**src/rtl/pacoblaze_intc.sv**
```systemverilog
// Eight-way interrupt controller for the PacoBlaze3 port bus: synchronizes requests, resolves priority, runs the raise/ack/EOI handshake.
// Define PACOBLAZE_INTC_ROTATE_EN for round-robin priority; the default build uses fixed lowest-index priority.
module pacoblaze_intc #(
   parameter int         SOURCES   = 8,
   parameter logic [7:0] BASE_ADDR = 8'hF0
) (
   input  logic               clk,
   input  logic               rst_n,
   input  logic [SOURCES-1:0] irq_src,
   input  logic [7:0]         port_id,
   input  logic               write_strobe,
   input  logic               read_strobe,
   input  logic [7:0]         out_port,
   output logic [7:0]         in_data,
   output logic               interrupt,
   input  logic               interrupt_ack
);

   typedef enum logic [1:0] {
      ST_IDLE    = 2'd0,
      ST_RAISE   = 2'd1,
      ST_SERVICE = 2'd2
   } state_t;

   logic [SOURCES-1:0] s1_r, s2_r, s3_r;
   logic [SOURCES-1:0] pend_r, mask_r, edge_r;
   logic [SOURCES-1:0] pend_nxt_s, elig_s;
   state_t             state_r, state_nxt_s;
   logic               interrupt_r, interrupt_nxt_s;
   logic [2:0]         cand_r, cand_nxt_s;
   logic [2:0]         vec_id_r, vec_id_nxt_s;
   logic               vec_valid_r, vec_valid_nxt_s;
   logic [2:0]         winner_s;
   logic               any_elig_s;
   logic [7:0]         off_s;
   logic               wr_pend_s, wr_mask_s, wr_vec_s, wr_edge_s;
   logic               ack_take_s, eoi_s;
   logic               unused_s;

   // read_strobe carries no state effect; reads are side-effect free
   assign unused_s  = ^{read_strobe, out_port};
   assign interrupt = interrupt_r;

   // Register-window decode relative to BASE_ADDR
   always_comb begin
      off_s      = port_id - BASE_ADDR;
      wr_pend_s  = write_strobe && (off_s == 8'd0);
      wr_mask_s  = write_strobe && (off_s == 8'd1);
      wr_vec_s   = write_strobe && (off_s == 8'd2);
      wr_edge_s  = write_strobe && (off_s == 8'd3);
      ack_take_s = (state_r == ST_RAISE) && interrupt_ack;
      eoi_s      = (state_r == ST_SERVICE) && wr_vec_s;
      elig_s     = pend_r & mask_r;
      any_elig_s = |elig_s;
   end

   // Pending update: level bits mirror s2; edge bits are sticky, and a fresh edge beats any clear
   always_comb begin
      pend_nxt_s = pend_r;
      for (int i = 0; i < SOURCES; i++) begin
         if (edge_r[i]) begin
            pend_nxt_s[i] = (s2_r[i] & ~s3_r[i]) |
                            (pend_r[i] & ~((wr_pend_s & out_port[i]) |
                                           (ack_take_s && (cand_r == 3'(i)))));
         end else begin
            pend_nxt_s[i] = s2_r[i];
         end
      end
   end

`ifdef PACOBLAZE_INTC_ROTATE_EN
   logic [2:0] rr_r, rr_nxt_s;

   // Round-robin pick: smallest forward distance from rr wins
   always_comb begin : pick_rr
      int best;
      int dist;
      logic take;
      best     = SOURCES;
      dist     = 0;
      take     = 1'b0;
      winner_s = 3'd0;
      for (int i = 0; i < SOURCES; i++) begin
         dist     = (i >= int'(rr_r)) ? (i - int'(rr_r)) : (i + SOURCES - int'(rr_r));
         take     = elig_s[i] && (dist < best);
         best     = take ? dist : best;
         winner_s = take ? 3'(i) : winner_s;
      end
   end

   // Pointer advances past the source just serviced
   always_comb begin
      if (eoi_s) begin
         rr_nxt_s = (vec_id_r == 3'(SOURCES - 1)) ? 3'd0 : vec_id_r + 3'd1;
      end else begin
         rr_nxt_s = rr_r;
      end
   end

   // Round-robin pointer register
   always_ff @(posedge clk or negedge rst_n) begin
      if (!rst_n) begin
         rr_r <= 3'd0;
      end else begin
         rr_r <= rr_nxt_s;
      end
   end
`else
   // Fixed priority: scan downward so the lowest eligible index is left standing
   always_comb begin
      winner_s = 3'd0;
      for (int i = SOURCES - 1; i >= 0; i--) begin
         winner_s = elig_s[i] ? 3'(i) : winner_s;
      end
   end
`endif

   // Handshake FSM next-state; interrupt stays up in RAISE whatever PEND/MASK do
   always_comb begin
      state_nxt_s     = state_r;
      interrupt_nxt_s = 1'b0;
      cand_nxt_s      = cand_r;
      vec_valid_nxt_s = vec_valid_r;
      vec_id_nxt_s    = vec_id_r;
      case (state_r)
         ST_IDLE: begin
            if (any_elig_s) begin
               state_nxt_s     = ST_RAISE;
               interrupt_nxt_s = 1'b1;
               cand_nxt_s      = winner_s;
            end else begin
               state_nxt_s = ST_IDLE;
            end
         end
         ST_RAISE: begin
            if (ack_take_s) begin
               state_nxt_s     = ST_SERVICE;
               vec_valid_nxt_s = 1'b1;
               vec_id_nxt_s    = cand_r;
            end else begin
               interrupt_nxt_s = 1'b1;
            end
         end
         ST_SERVICE: begin
            if (eoi_s) begin
               state_nxt_s     = ST_IDLE;
               vec_valid_nxt_s = 1'b0;
            end else begin
               state_nxt_s = ST_SERVICE;
            end
         end
         default: begin
            state_nxt_s = ST_IDLE;
         end
      endcase
   end

   // All controller state: synchronizers, registers, FSM
   always_ff @(posedge clk or negedge rst_n) begin
      if (!rst_n) begin
         s1_r        <= '0;
         s2_r        <= '0;
         s3_r        <= '0;
         pend_r      <= '0;
         mask_r      <= '0;
         edge_r      <= '0;
         state_r     <= ST_IDLE;
         interrupt_r <= 1'b0;
         cand_r      <= 3'd0;
         vec_valid_r <= 1'b0;
         vec_id_r    <= 3'd0;
      end else begin
         s1_r        <= irq_src;
         s2_r        <= s1_r;
         s3_r        <= s2_r;
         pend_r      <= pend_nxt_s;
         mask_r      <= wr_mask_s ? out_port[SOURCES-1:0] : mask_r;
         edge_r      <= wr_edge_s ? out_port[SOURCES-1:0] : edge_r;
         state_r     <= state_nxt_s;
         interrupt_r <= interrupt_nxt_s;
         cand_r      <= cand_nxt_s;
         vec_valid_r <= vec_valid_nxt_s;
         vec_id_r    <= vec_id_nxt_s;
      end
   end

   // Zero-latency read mux; unused high bits and out-of-window addresses read 0
   always_comb begin
      in_data = 8'h00;
      case (off_s)
         8'd0:    in_data[SOURCES-1:0] = pend_r;
         8'd1:    in_data[SOURCES-1:0] = mask_r;
         8'd2:    in_data = {vec_valid_r, 4'b0000, vec_id_r};
         8'd3:    in_data[SOURCES-1:0] = edge_r;
         default: in_data = 8'h00;
      endcase
   end

endmodule

```
**config.mk**
```make
export PLATFORM = sky130hd
export DESIGN_NAME = pacoblaze_intc
export DESIGN_NICKNAME = d
export VERILOG_FILES = /design/src/rtl/pacoblaze_intc.sv
export SDC_FILE = /design/constraint.sdc
export NUM_CORES = 1
export LEC_CHECK = 0
export ABC_AREA = 1
export CAP_MARGIN = 20
export CORE_ASPECT_RATIO = 1.4
export CORE_MARGIN = 2
export CORE_UTILIZATION = 30
export DETAILED_ROUTE_END_ITERATION = 7
export DONT_BUFFER_PORTS = 1
export RECOVER_POWER = 100
export SLEW_MARGIN = 20
export SYNTH_ARGS = -nofsm -noshare
export SYNTH_HDL_FRONTEND = slang
export SYNTH_SLANG_ARGS = --single-unit
```
**constraint.sdc**
```tcl
create_clock -name clk -period 1.27 [get_ports clk]
set_input_delay 0.127 -clock clk [delete_from_list [all_inputs] [get_ports clk]]
set_output_delay 0.127 -clock clk [all_outputs]
set_load 0.05 [all_outputs]
```
==> impl_metrics.env <==
export IMPL_outcome="finished with violations"
export IMPL_failed_checks="hold timing, setup timing"
export IMPL_cp_cell_sequence="nand3_2, nand4_1, buf_12"
export IMPL_placedCellCount=397
export IMPL_tightest_slew_ps=558
export IMPL_clock_path_buffers=2
export IMPL_r2r_cells=7
export IMPL_dr_pass1_iters=7
export IMPL_fmax_mhz=756
export IMPL_core_sq_um=8150
export IMPL_instances_no_fill=444
export IMPL_setup_violations=4
export IMPL_synth_cell_area_sq_um=2500
export IMPL_rsz0062_at_grt="yes"
export IMPL_muxShareOfSynthArea=0
export IMPL_wire_per_inst_um=14.0
export IMPL_first_global_vias=2185
export IMPL_final_cell_mix="nand2_1 (105), dfrtp_1 (58), nand3_1 (27)"
export IMPL_worstHoldPathType="primary input to async pin"
export IMPL_crit_path_end_kind="primary output"
export IMPL_die_h_um=112
export IMPL_synth_area_top_cells="dfrtp_1 (58%), nand2_1 (16%), nand3_1 (5.8%), o21ai_0 (4.0%), inv_1 (2.4%)"
export IMPL_max_cap_viol_count=0
export IMPL_synth_compound_area_share=0.0816
export IMPL_drc=0
export IMPL_path_clk_slew_ps=50
export IMPL_cts_hold_buf=17
export IMPL_skew_ps=4.43
export IMPL_syn_to_final_growth_pct=38.1
export IMPL_synth_cell_types=22
export IMPL_ioPinCount=38
export IMPL_initial_core_util=0.307
export IMPL_num_rows=39
export IMPL_crit_arrival_ps=1200
export IMPL_synth_area_per_cell_sq_um=8.92
export IMPL_slowest_stage="dfrtp_1"
export IMPL_yosys_area_top_type_share=0.581
export IMPL_placed_area_sq_um=2870
export IMPL_cp_max_fo=2
export IMPL_final_common_cell="nand2_1"
export IMPL_vias=2150
export IMPL_hold_ws_ps=-503
export IMPL_synth_seq_cells=58
export IMPL_synth_xor_area_share=0
export IMPL_place_congestion=0.837
export IMPL_antenna_cells=0
export IMPL_grt_usage=0.154
export IMPL_dieArea_sq_um=9080
export IMPL_synthAdderAreaFrac=0
export IMPL_hold_viol_final=58
export IMPL_cts_max_level=3
export IMPL_nets=366
export IMPL_clockRootBuffer="clkbuf_16"
export IMPL_place_ws_ps=26.1
export IMPL_clock_latency_ps=330
export IMPL_postLayoutCellArea_sq_um=3450
export IMPL_cp_required_ps=1140
export IMPL_tritoncts="built"
export IMPL_peakVddDrop_v=0.000816
export IMPL_drive_above_1_share=0.202
export IMPL_fin_crit_sh=1.04
export IMPL_ys_seq_area_frac=0.581
export IMPL_max_slew_margin=0.628
export IMPL_r2r_start="state_r[1]"
export IMPL_slew_viol_final=0
export IMPL_hpwl_mm=4.25
export IMPL_grt_overflow=0
export IMPL_fp_dieW_um=81.1
export IMPL_yosys_area_share_simple=0.300
export IMPL_yosys_warnings=0
export IMPL_totalWireLength_mm=6.22
export IMPL_syn_nets=309
export IMPL_cts_inserted_buffers=9
export IMPL_synth_top_family_by_area="simple AND/OR/NAND/NOR gates"
export IMPL_antenna_found_initial=0
export IMPL_worst_slack_ps=-52.0
export IMPL_fin_crit_ps=1320
export IMPL_slowest_delay_ps=390
export IMPL_worstSetupStartpointType="register"
export IMPL_drt_iter0_markers=138
export IMPL_synth_area_leader_cell="dfrtp_1"
export IMPL_crit_type="register to primary output"
export IMPL_power_density_nw_per_um2=1620
export IMPL_synth_cells=280
export IMPL_leakage_uw=0.00168
export IMPL_r2r_slack_ps=60
export IMPL_vias_per_cell=4.84
export IMPL_r2r_end="pend_r[4]"
export IMPL_portBuffers=0
export IMPL_grt_max_degree=59
export IMPL_cts_sinks=58
export IMPL_grt_pass1_wl_mm=10.4
export IMPL_ant_nets=0
[through the flow]
step / total power [uW] / TNS, ps / utilization / hold slack, ps
6_report: 5590 / -96.0 / 0.423 / -503
5_1_grt: 5860 / -644 / 0.423 / -514
4_1_cts: 5590 / -174 / 0.422 / -514
3_5_place_dp: 2970 / 0 / 0.352 / -168
3_3_place_gp: 2950 / 0 / 0.352 / -168
2_1_floorplan: 2740 / -1010 / - / -169
[worst max path at each step]
stage | startpoint | to | cells past startpoint | slack [ps]
5_1_grt | vec_id_r[2] | in_data[2] | 3 | -110
6_report | vec_id_r[2] | in_data[2] | 3 | -50
3_3_place_gp | pend_r[1] | cand_r[0] | 8 | 60
2_1_floorplan | port_id[3] | in_data[3] | 5 | -260
4_1_cts | pend_r[2] | in_data[2] | 3 | -60
3_5_place_dp | pend_r[1] | cand_r[0] | 8 | 30
[critical path, delay by kind of cell, from the launching register on]
kind,cells,cell delay [ps]
buffers and inverters,1,210
DFF,1,390
and+or+nand+nor,2,260
[logic make-up after synthesis]
family	Yosys count
compound gates	36
buf+inv	22
flops	58
simple gates	164
[routing by layer]
layer,vias up,wire length [um],GRT usage
met5,-,0,0
li1,1037,-,-
met3,15,328,0.0381
met2,57,3270,0.247
met1,1041,2450,0.182
met4,0,177,0.0938
[power breakdown]
part           leakage (uW)  switching (uW)  internal [uW]  total [uW]
Clock              0.000156             773           1730        2500
Combinational      0.000829             410            324         734
Sequential         0.000696             254           2100        2350
[flip-flops by register name, summed over array words and instances, names as in the netlist]
signal and flops:
interrupt 1, state_r 2, s3_r 8, edge_r 8
vec_valid_r 1, cand_r 3, mask_r 8, s2_r 8
s1_r 8, vec_id_r 3, pend_r 8
[cell type report]
type / instances / area (sq um)
Fill cell: 794 / 4700
Sequential cell: 58 / 1450
Timing Repair Buffer: 50 / 487
Tap cell: 102 / 128
Inverter: 18 / 91.3
Clock buffer: 15 / 288
Clock inverter: 1 / 30.0
Multi-Input combinational cell: 200 / 976
[synthesized netlist by cell type]
cell type	instances
inv_1	16
o22ai_1	1
nor3_4	2
nand2_4	2
nor2_1	6
a31oi_1	4
nor3_1	6
nor3_2	1
nand3_1	29
buf_6	1
a21oi_1	5
inv_2	2
nor2_4	4
clkbuf_1	1
dfrtp_1	58
buf_2	2
nand4_1	4
nand2_1	108
o211ai_1	4
o21ai_0	20
o21ai_2	2
nand2_2	2
[timing repair]
action | in CTS | in global routing
gates resized for setup | 3 | 7
buffers inserted | 10 | 4
endpoints found under the hold margin | 92 | 58
setup endpoints to repair | 8 | 14
pin swaps | 14 | 10
Note: power is estimated with default switching activity, not from simulation.
